## src/rtl/bias_act.sv

```systemverilog
// Bias-add + saturate + optional ReLU stage behind a 4-slot input FIFO.
// Define BIAS_ACT_RELU_EN to clamp negative results to zero in the output stage.
module bias_act #(
    parameter int DATA_WIDTH    = 8,
    parameter int GROUP_SIZE    = 4,
    parameter int LOG_MAX_ITEMS = 16
) (
    input  logic                             clk,
    input  logic                             rst,
    input  logic                             configure,
    input  logic [LOG_MAX_ITEMS-1:0]         num_items,
    input  logic [GROUP_SIZE*DATA_WIDTH-1:0] bias,
    input  logic [GROUP_SIZE*DATA_WIDTH-1:0] data_in,
    input  logic                             valid_in,
    output logic                             avail_out,
    output logic [GROUP_SIZE*DATA_WIDTH-1:0] data_out,
    output logic                             valid_out,
    input  logic                             avail_in,
    output logic                             done
);
    localparam int WORD_W = GROUP_SIZE * DATA_WIDTH;
    localparam logic [DATA_WIDTH-1:0] SAT_MAX = {1'b0, {(DATA_WIDTH-1){1'b1}}};
    localparam logic [DATA_WIDTH-1:0] SAT_MIN = {1'b1, {(DATA_WIDTH-1){1'b0}}};
    localparam logic [LOG_MAX_ITEMS-1:0] CNT_ONE = LOG_MAX_ITEMS'(1);
    localparam logic [LOG_MAX_ITEMS-1:0] CNT_ZERO = '0;

    typedef enum logic [1:0] {IDLE, RUN, DRAIN} state_t;

    state_t                   state_q, state_d;
    logic [LOG_MAX_ITEMS-1:0] cnt_q, cnt_d;
    logic [WORD_W-1:0]        bias_q, bias_d;
    logic [WORD_W-1:0]        mem_q [4];
    logic [WORD_W-1:0]        mem_d [4];
    logic [1:0]               wr_ptr_q, wr_ptr_d;
    logic [1:0]               rd_ptr_q, rd_ptr_d;
    logic [2:0]               count_q, count_d;
    logic                     s1_v_q, s1_v_d;
    logic                     s2_v_q, s2_v_d;
    logic [WORD_W-1:0]        s1_data_q, s1_data_d;
    logic [WORD_W-1:0]        s2_data_q, s2_data_d;
    logic                     done_q, done_d;

    logic                     full, almost_full, empty;
    logic                     wr_en, issue;
    logic [WORD_W-1:0]        fifo_head;
    logic signed [DATA_WIDTH:0] sum [GROUP_SIZE];

    assign full        = (count_q == 3'd4);
    assign almost_full = (count_q == 3'd3);
    assign empty       = (count_q == 3'd0);
    assign wr_en       = valid_in & ~full;
    assign issue       = (state_q == RUN) & ~empty & avail_in;
    assign fifo_head   = mem_q[rd_ptr_q];

    assign avail_out = ~full & ~almost_full;
    assign data_out  = s2_data_q;
    assign valid_out = s2_v_q;
    assign done      = done_q;

    always_comb begin
        mem_d    = mem_q;
        wr_ptr_d = wr_ptr_q;
        rd_ptr_d = rd_ptr_q;
        if (wr_en) begin
            mem_d[wr_ptr_q] = data_in;
            wr_ptr_d        = wr_ptr_q + 2'd1;
        end
        if (issue) begin
            rd_ptr_d = rd_ptr_q + 2'd1;
        end
        count_d = count_q + 3'(wr_en) - 3'(issue);
    end

    // A configure pulse overrides whatever the current state would do, but the
    // FIFO and pipeline are left alone so in-flight words still drain out.
    always_comb begin
        state_d = state_q;
        cnt_d   = cnt_q;
        bias_d  = bias_q;
        done_d  = 1'b0;
        case (state_q)
            RUN: begin
                if (issue) begin
                    cnt_d = cnt_q - CNT_ONE;
                    if (cnt_q == CNT_ONE) begin
                        state_d = DRAIN;
                    end
                end
            end
            DRAIN: begin
                if (!s1_v_q && !s2_v_q) begin
                    state_d = IDLE;
                    done_d  = 1'b1;
                end
            end
            default: ;
        endcase
        if (configure) begin
            cnt_d   = num_items;
            bias_d  = bias;
            state_d = (num_items == CNT_ZERO) ? DRAIN : RUN;
            done_d  = 1'b0;
        end
    end

    // Stage 1: widen by one bit, add, then clamp when the two top bits disagree.
    always_comb begin
        s1_v_d    = issue;
        s1_data_d = s1_data_q;
        for (int i = 0; i < GROUP_SIZE; i++) begin
            sum[i] = $signed({fifo_head[i*DATA_WIDTH+DATA_WIDTH-1], fifo_head[i*DATA_WIDTH +: DATA_WIDTH]})
                   + $signed({bias_q[i*DATA_WIDTH+DATA_WIDTH-1], bias_q[i*DATA_WIDTH +: DATA_WIDTH]});
            if (issue) begin
                if (sum[i][DATA_WIDTH] != sum[i][DATA_WIDTH-1]) begin
                    s1_data_d[i*DATA_WIDTH +: DATA_WIDTH] = sum[i][DATA_WIDTH] ? SAT_MIN : SAT_MAX;
                end else begin
                    s1_data_d[i*DATA_WIDTH +: DATA_WIDTH] = sum[i][DATA_WIDTH-1:0];
                end
            end
        end
    end

    always_comb begin
        s2_v_d    = s1_v_q;
        s2_data_d = s2_data_q;
        if (s1_v_q) begin
            s2_data_d = s1_data_q;
`ifdef BIAS_ACT_RELU_EN
            for (int i = 0; i < GROUP_SIZE; i++) begin
                if (s1_data_q[i*DATA_WIDTH+DATA_WIDTH-1]) begin
                    s2_data_d[i*DATA_WIDTH +: DATA_WIDTH] = '0;
                end
            end
`endif
        end
    end

    always_ff @(posedge clk) begin
        if (!rst) begin
            state_q   <= IDLE;
            cnt_q     <= '0;
            bias_q    <= '0;
            for (int i = 0; i < 4; i++) begin
                mem_q[i] <= '0;
            end
            wr_ptr_q  <= '0;
            rd_ptr_q  <= '0;
            count_q   <= '0;
            s1_v_q    <= 1'b0;
            s2_v_q    <= 1'b0;
            s1_data_q <= '0;
            s2_data_q <= '0;
            done_q    <= 1'b0;
        end else begin
            state_q   <= state_d;
            cnt_q     <= cnt_d;
            bias_q    <= bias_d;
            mem_q     <= mem_d;
            wr_ptr_q  <= wr_ptr_d;
            rd_ptr_q  <= rd_ptr_d;
            count_q   <= count_d;
            s1_v_q    <= s1_v_d;
            s2_v_q    <= s2_v_d;
            s1_data_q <= s1_data_d;
            s2_data_q <= s2_data_d;
            done_q    <= done_d;
        end
    end

endmodule

```

## config.mk

```make
export PLATFORM = sky130hd
export DESIGN_NAME = bias_act
export DESIGN_NICKNAME = d
export VERILOG_FILES = /design/src/rtl/bias_act.sv
export SDC_FILE = /design/constraint.sdc
export NUM_CORES = 1
export LEC_CHECK = 0
export ABC_CLOCK_PERIOD_IN_PS = 3950
export BUFFER_PORTS_ARGS = -buffer_cell sky130_fd_sc_hd__buf_2
export CAP_MARGIN = 20
export CORE_MARGIN = 4
export CORE_UTILIZATION = 40
export DETAILED_ROUTE_END_ITERATION = 16
export GPL_ROUTABILITY_DRIVEN = 0
export PLACE_DENSITY = 0.57
export SYNTH_ARGS = -nofsm -noshare
export SYNTH_HDL_FRONTEND = slang
export SYNTH_SLANG_ARGS = --single-unit
```

## constraint.sdc

```tcl
create_clock -name clk -period 3.95 [get_ports clk]
set_input_delay 1.185 -clock clk [delete_from_list [all_inputs] [get_ports clk]]
set_output_delay 1.185 -clock clk [all_outputs]
set_load 0.01 [all_outputs]
```

### After elaboration in Yosys (flattened, before gate mapping)

Index checks and enable logic that the tools add are counted.
Widths: inputs -> output; s select.

* input bits: 85
* output and inout port bits: 35
* word-level logic and storage cells: 86
* flip-flop bits (word level): 252

* bitwise operators: 11
* order comparisons: 3
* mux-type cells: 24
* equality and inequality tests: 12
* $add $sub $neg: 9
* reductions and logical operators: 12

Operators by type and width (count)
* $bwmux 128: 1
* $mux 32: 3
* $bmux 32 s2: 1
* $demux 32 s2: 1
* $mux 8: 8
* $mux 16: 3
* $add 8x8->9: 4
* $eq 16x1->1 const B: 1
* $logic_not 16->1: 1
* $sub 16x1->16 const B: 1
* $mux 2: 5
* $ge 3x3->1 const B: 2
* $ne 3x3->1 const B: 2
* $not 2->3: 2
* $not 1->1: 5
* $add 2x1->2 const B: 2
* $and 1x1->1: 4
* $ne 1x1->1: 4
* $pmux 2 s2: 1
* $reduce_and 4->1: 1
* $reduce_bool 2->1: 2
* $add 3x1->3: 1
* $eq 3x2->1 const B: 1
* $eq 3x3->1 const B: 1
* other kinds (12): 14

### Longest topological paths before layout

* depth in word-level cells: 7
* depth in mapped cells: 14
* gate-level depth less buffers: 10

### Least setup slack after synthesis

No wires, ideal clock.

* kind: register to register
* from: reg rd_ptr_q[1]
* to: reg s1_data_q[5]
* period minus slack after synthesis: 3.434 ns
* data required time: 3.823 ns
* arrival time: 3.307 ns
* setup time: 0.127 ns
* path buffers: 2
* slack: 0.516 ns
* cell stages (with the launch flop): 11
* cells stage by stage: dfxtp_1 -> clkbuf_1 -> buf_1 -> mux4_2 -> ha_1 -> o21ai_0 -> o21bai_1 -> o41ai_4 -> xor2_2 -> a21oi_2 -> or3_1

* longest elaborated chain between the ends: 7
* elaborated cells between the ends (all ways): 8
* those cells by class: add/sub: 1; eq/ne: 1; mux: 5; bitwise: 1

RTL lines
* start: declaration: RTL line 35 `logic [1:0] rd_ptr_q, rd_ptr_d;`
* start signal: assignment: RTL line 160 `rd_ptr_q <= rd_ptr_d;`
* $not 2->3 (not written as such) *: RTL line 53 `assign fifo_head = mem_q[rd_ptr_q];`
* $bmux 32 s2 *: RTL line 53
* $mux 32 (not written as such) * (2 in a row): RTL line 53
* $add 8x8->9 *: RTL line 112 `+ $signed({bias_q[i*DATA_WIDTH+DATA_WIDTH-1], bias_q[i*DATA_WIDTH +: DATA_WIDTH]});`
* $mux 8 / $ne 1x1->1 (equally long branches): RTL line 115, 114
* $mux 8 *: RTL line 114 `if (sum[i][DATA_WIDTH] != sum[i][DATA_WIDTH-1]) begin`
* end signal: assignment: RTL line 164 `s1_data_q <= s1_data_d;`
* end: declaration: RTL line 39 `logic [WORD_W-1:0] s1_data_q, s1_data_d;`

Mark *: on every way between the ends. The rest lies on a longest branch, timed or not. The select of a mux whose other input is x is not followed.
A chain may end at the register's enable or synchronous reset.

### Final worst setup path

Ends and elaborated chain as after synthesis.

==> flow_summary.json <==
{
  "crit_required_ns": 4.36,
  "netlist_instances": 1297,
  "area_delta_synth_final_pct": 15.2,
  "critPathArrivalTime_ns": 3.59,
  "r2r_cells": 9,
  "cp_cell_sequence": "buf_4 > mux4_2 > ha_1 > a211oi_2 > o21bai_1 > o41ai_4 > xor2_2 > a21oi_2 > or3_1",
  "synthDistinctLibCells": 70,
  "synth_top_area_share": 0.421,
  "fin_crit_ns": 3.19,
  "core_sq_um": 29600,
  "pin_count": 120,
  "fillers": 2945,
  "grt_max_degree": 92,
  "ys.warnings.count": 0,
  "p_per_area_nw_per_um2": 480,
  "crit_slowest_cell": "mux4_2",
  "clk_latency_ns": 0.53,
  "ys.flop_type": "dfxtp_1",
  "synthArstFlopShare": 0,
  "reg2reg_from": "rd_ptr_q[1]",
  "startpoint": "rd_ptr_q[1]",
  "drt-pass1-iter-count": 5,
  "postCtsSetupBuffers": 0,
  "viasPerCell": 5.10,
  "drv_slew": 0,
  "overflow": 0,
  "hold_path_depth": 2,
  "die_height_um": 181,
  "synth_top_cells_by_area": "dfxtp_1 42%, nand2_1 9.0%, a21boi_0 8.3%",
  "io_buffers": 119,
  "design.die.area_sq_um": 32800,
  "max_freq_ghz": 0.314,
  "synth_area_sq_um": 12000,
  "cp-start-kind": "flop",
  "path_buf_inv": 1,
  "outcome": "complete, no violations",
  "vdd_drop_max_uv": 280,
  "fin_area_sq_um": 13800,
  "place_area_sq_um": 12900,
  "cts_hold_buffers": 0,
  "cts_buffer_depth": 3,
  "wl_per_cell_um": 16.7,
  "vias": 9135,
  "rsz0062_at_grt": "false",
  "critical_path_class": "reg -> reg",
  "place_hpwl_um": 19600,
  "relSlewSlack": 0.332,
  "die_w_um": 181,
  "layout.nets": 1511,
  "finalWirelength_um": 29800,
  "critPathTopFamily": "compound AO/OA/AOI/OAI gates",
  "cts_sinks": 252,
  "root_buffer": "clkbuf_16",
  "p_leak_nw": 5.29,
  "path_clk_slew_ns": 0.06,
  "antenna_found_initial": 3,
  "drv_cap": 0,
  "finalClockSkew_ns": 0.0106,
  "syn_avg_cell_area_sq_um": 9.25,
  "ant_nets": 0,
  "numCtsBuffers": 27,
  "drc": 0,
  "crit_end": "s1_data_q[5]",
  "end_kind": "flop",
  "first_global_vias": 8862,
  "tightest_slew_ns": 1.00,
  "synth-edff-count": 0,
  "ys_ff_latch": 252,
  "rows": 63,
  "syn-num-nets": 1427,
  "min_path_type": "reg -> reg",
  "drt-initial-drc-count": 522,
  "cp_max_fo": 17,
  "hold_violations": 0,
  "cts_resized": 0,
  "drive_gt1_frac": 0.168,
  "initial_utilization": 0.405,
  "grt_pass1_wl_um": 47700,
  "cts_tree": "built",
  "track_usage": 0.175,
  "crit_cells": 9,
  "slowest_delay_ns": 0.58,
  "htree_levels": 1,
  "r2r-end": "s1_data_q[5]",
  "setup_viol": 0,
  "synth_top_area_cell": "dfxtp_1",
  "finalCritPeriodShare": 0.806,
  "yosysSeqAreaShare": 0.421,
  "tns_ns": 0,
  "reg2reg_slack_ns": 0.76
}
[Yosys cell counts (7+ instances only)]
cell,n
nand2_1,288
dfxtp_1,252
a21boi_0,132
nor2b_1,74
mux2i_1,64
clkbuf_1,59
ha_1,40
o21ai_0,38
nor2_1,36
mux4_2,32
a21oi_1,28
inv_1,27
nand3_1,26
xnor2_1,18
buf_2,15
xor2_1,15
and2_1,13
nor3_1,12
nor4_1,8
buf_1,7
maj3_1,7
[cells by family after synthesis]
kind of cell | share of synthesized area
muxes | 0.113
DFF | 0.421
and+or+nand+nor | 0.187
adders and majority gates | 0.0559
buffers and inverters | 0.0379
xor gates and xnor gates | 0.0255
AOI/OAI and AO/OA | 0.160
[sequential cells by signal, summed over array words and instances (netlist names), 3 cells and up]
register and count:
mem_q 128, bias_q 32, data_out 32, s1_data_q 32, cnt_q 16, count_q 3
[layout make-up]
| class | instances | area [sq um] | area share |
|---|---|---|---|
| diodes | 1 | 2.50 | 0.000181 |
| well taps | 390 | 488 | 0.0353 |
| multi-input cells | 933 | 6490 | 0.470 |
| repair buffers | 138 | 753 | 0.0545 |
| flip-flops and latches | 252 | 5050 | 0.365 |
| inverters | 29 | 109 | 0.00788 |
| clock inverters | 8 | 115 | 0.00833 |
| clock buffers | 40 | 805 | 0.0582 |
[worst reg2reg max path: stages (launching register included)]
cell,delay (ns)
dfxtp_2,0.32
buf_4,0.33
mux4_2,0.58
ha_1,0.33
a211oi_2,0.24
o21bai_1,0.15
o41ai_4,0.28
xor2_2,0.40
a21oi_2,0.08
or3_1,0.37
[placed cells by master, fill, tap and decap left out, types with 4 or more instances in the layout]
cell type	count
nand2_1	288
dfxtp_1	249
a21boi_0	132
buf_2	118
nor2b_1	74
mux2i_1	64
ha_1	40
o21ai_0	38
nor2_1	36
mux4_2	32
a21oi_1	28
inv_1	27
clkbuf_16	27
nand3_1	26
buf_4	19
xnor2_1	18
xor2_1	15
and2_1	13
nor3_1	12
nor4_1	8
clkbuf_8	8
maj3_1	7
a211oi_1	6
o21a_1	6
a221o_1	6
a21o_1	5
fa_1	5
clkbuf_1	5
clkinv_2	5
nor3b_1	4
o31ai_1	4
or4_1	4
o31a_1	4
o211a_1	4
[how the worst min path moves through the flow]
stage	start	endpoint	slack (ns)
after floorplan	s1_data_q[16]	s1_data_q[16]	0.42
after global placement	s1_data_q[19]	s1_data_q[19]	0.44
after detailed placement	s1_data_q[19]	s1_data_q[19]	0.45
after CTS	s1_data_q[19]	s1_data_q[19]	0.46
after global routing	mem_q[83]	mem_q[83]	0.48
final	mem_q[111]	mem_q[111]	0.46
[through the flow]
| stage | setup slack (ns) | total power, mW | instances | hold slack [ns] | util |
|---|---|---|---|---|---|
| 6_report | 0.765 | 6.63 | 1791 | 0.461 | 0.466 |
| 5_1_grt | 0.514 | 6.96 | 1790 | 0.482 | 0.466 |
| 4_1_cts | 0.741 | 6.71 | 1790 | 0.464 | 0.466 |
| 3_5_place_dp | 0.761 | 4.09 | 1742 | 0.451 | 0.435 |
| 3_3_place_gp | 0.797 | 4.06 | 1742 | 0.442 | 0.435 |
| 2_1_floorplan | 0.516 | 3.73 | 1297 | 0.425 | - |
[power by group]
group | total, mW | internal [mW] | switching [mW]
logic | 1.18 | 0.495 | 0.683
registers | 2.85 | 2.72 | 0.125
clock network | 2.61 | 1.59 | 1.01
[metal layers]
| metal | share of wire | wire [um] | track usage | vias to the layer above |
|---|---|---|---|---|
| met5 | 0.0014 | 41 | 0 | - |
| met4 | 0.016 | 491 | 0.0360 | 6 |
| met3 | 0.045 | 1350 | 0.0322 | 41 |
| met2 | 0.45 | 13500 | 0.281 | 161 |
| met1 | 0.49 | 14500 | 0.248 | 4285 |
| li1 | - | - | - | 4642 |
Power figures use the tool's default switching activity.
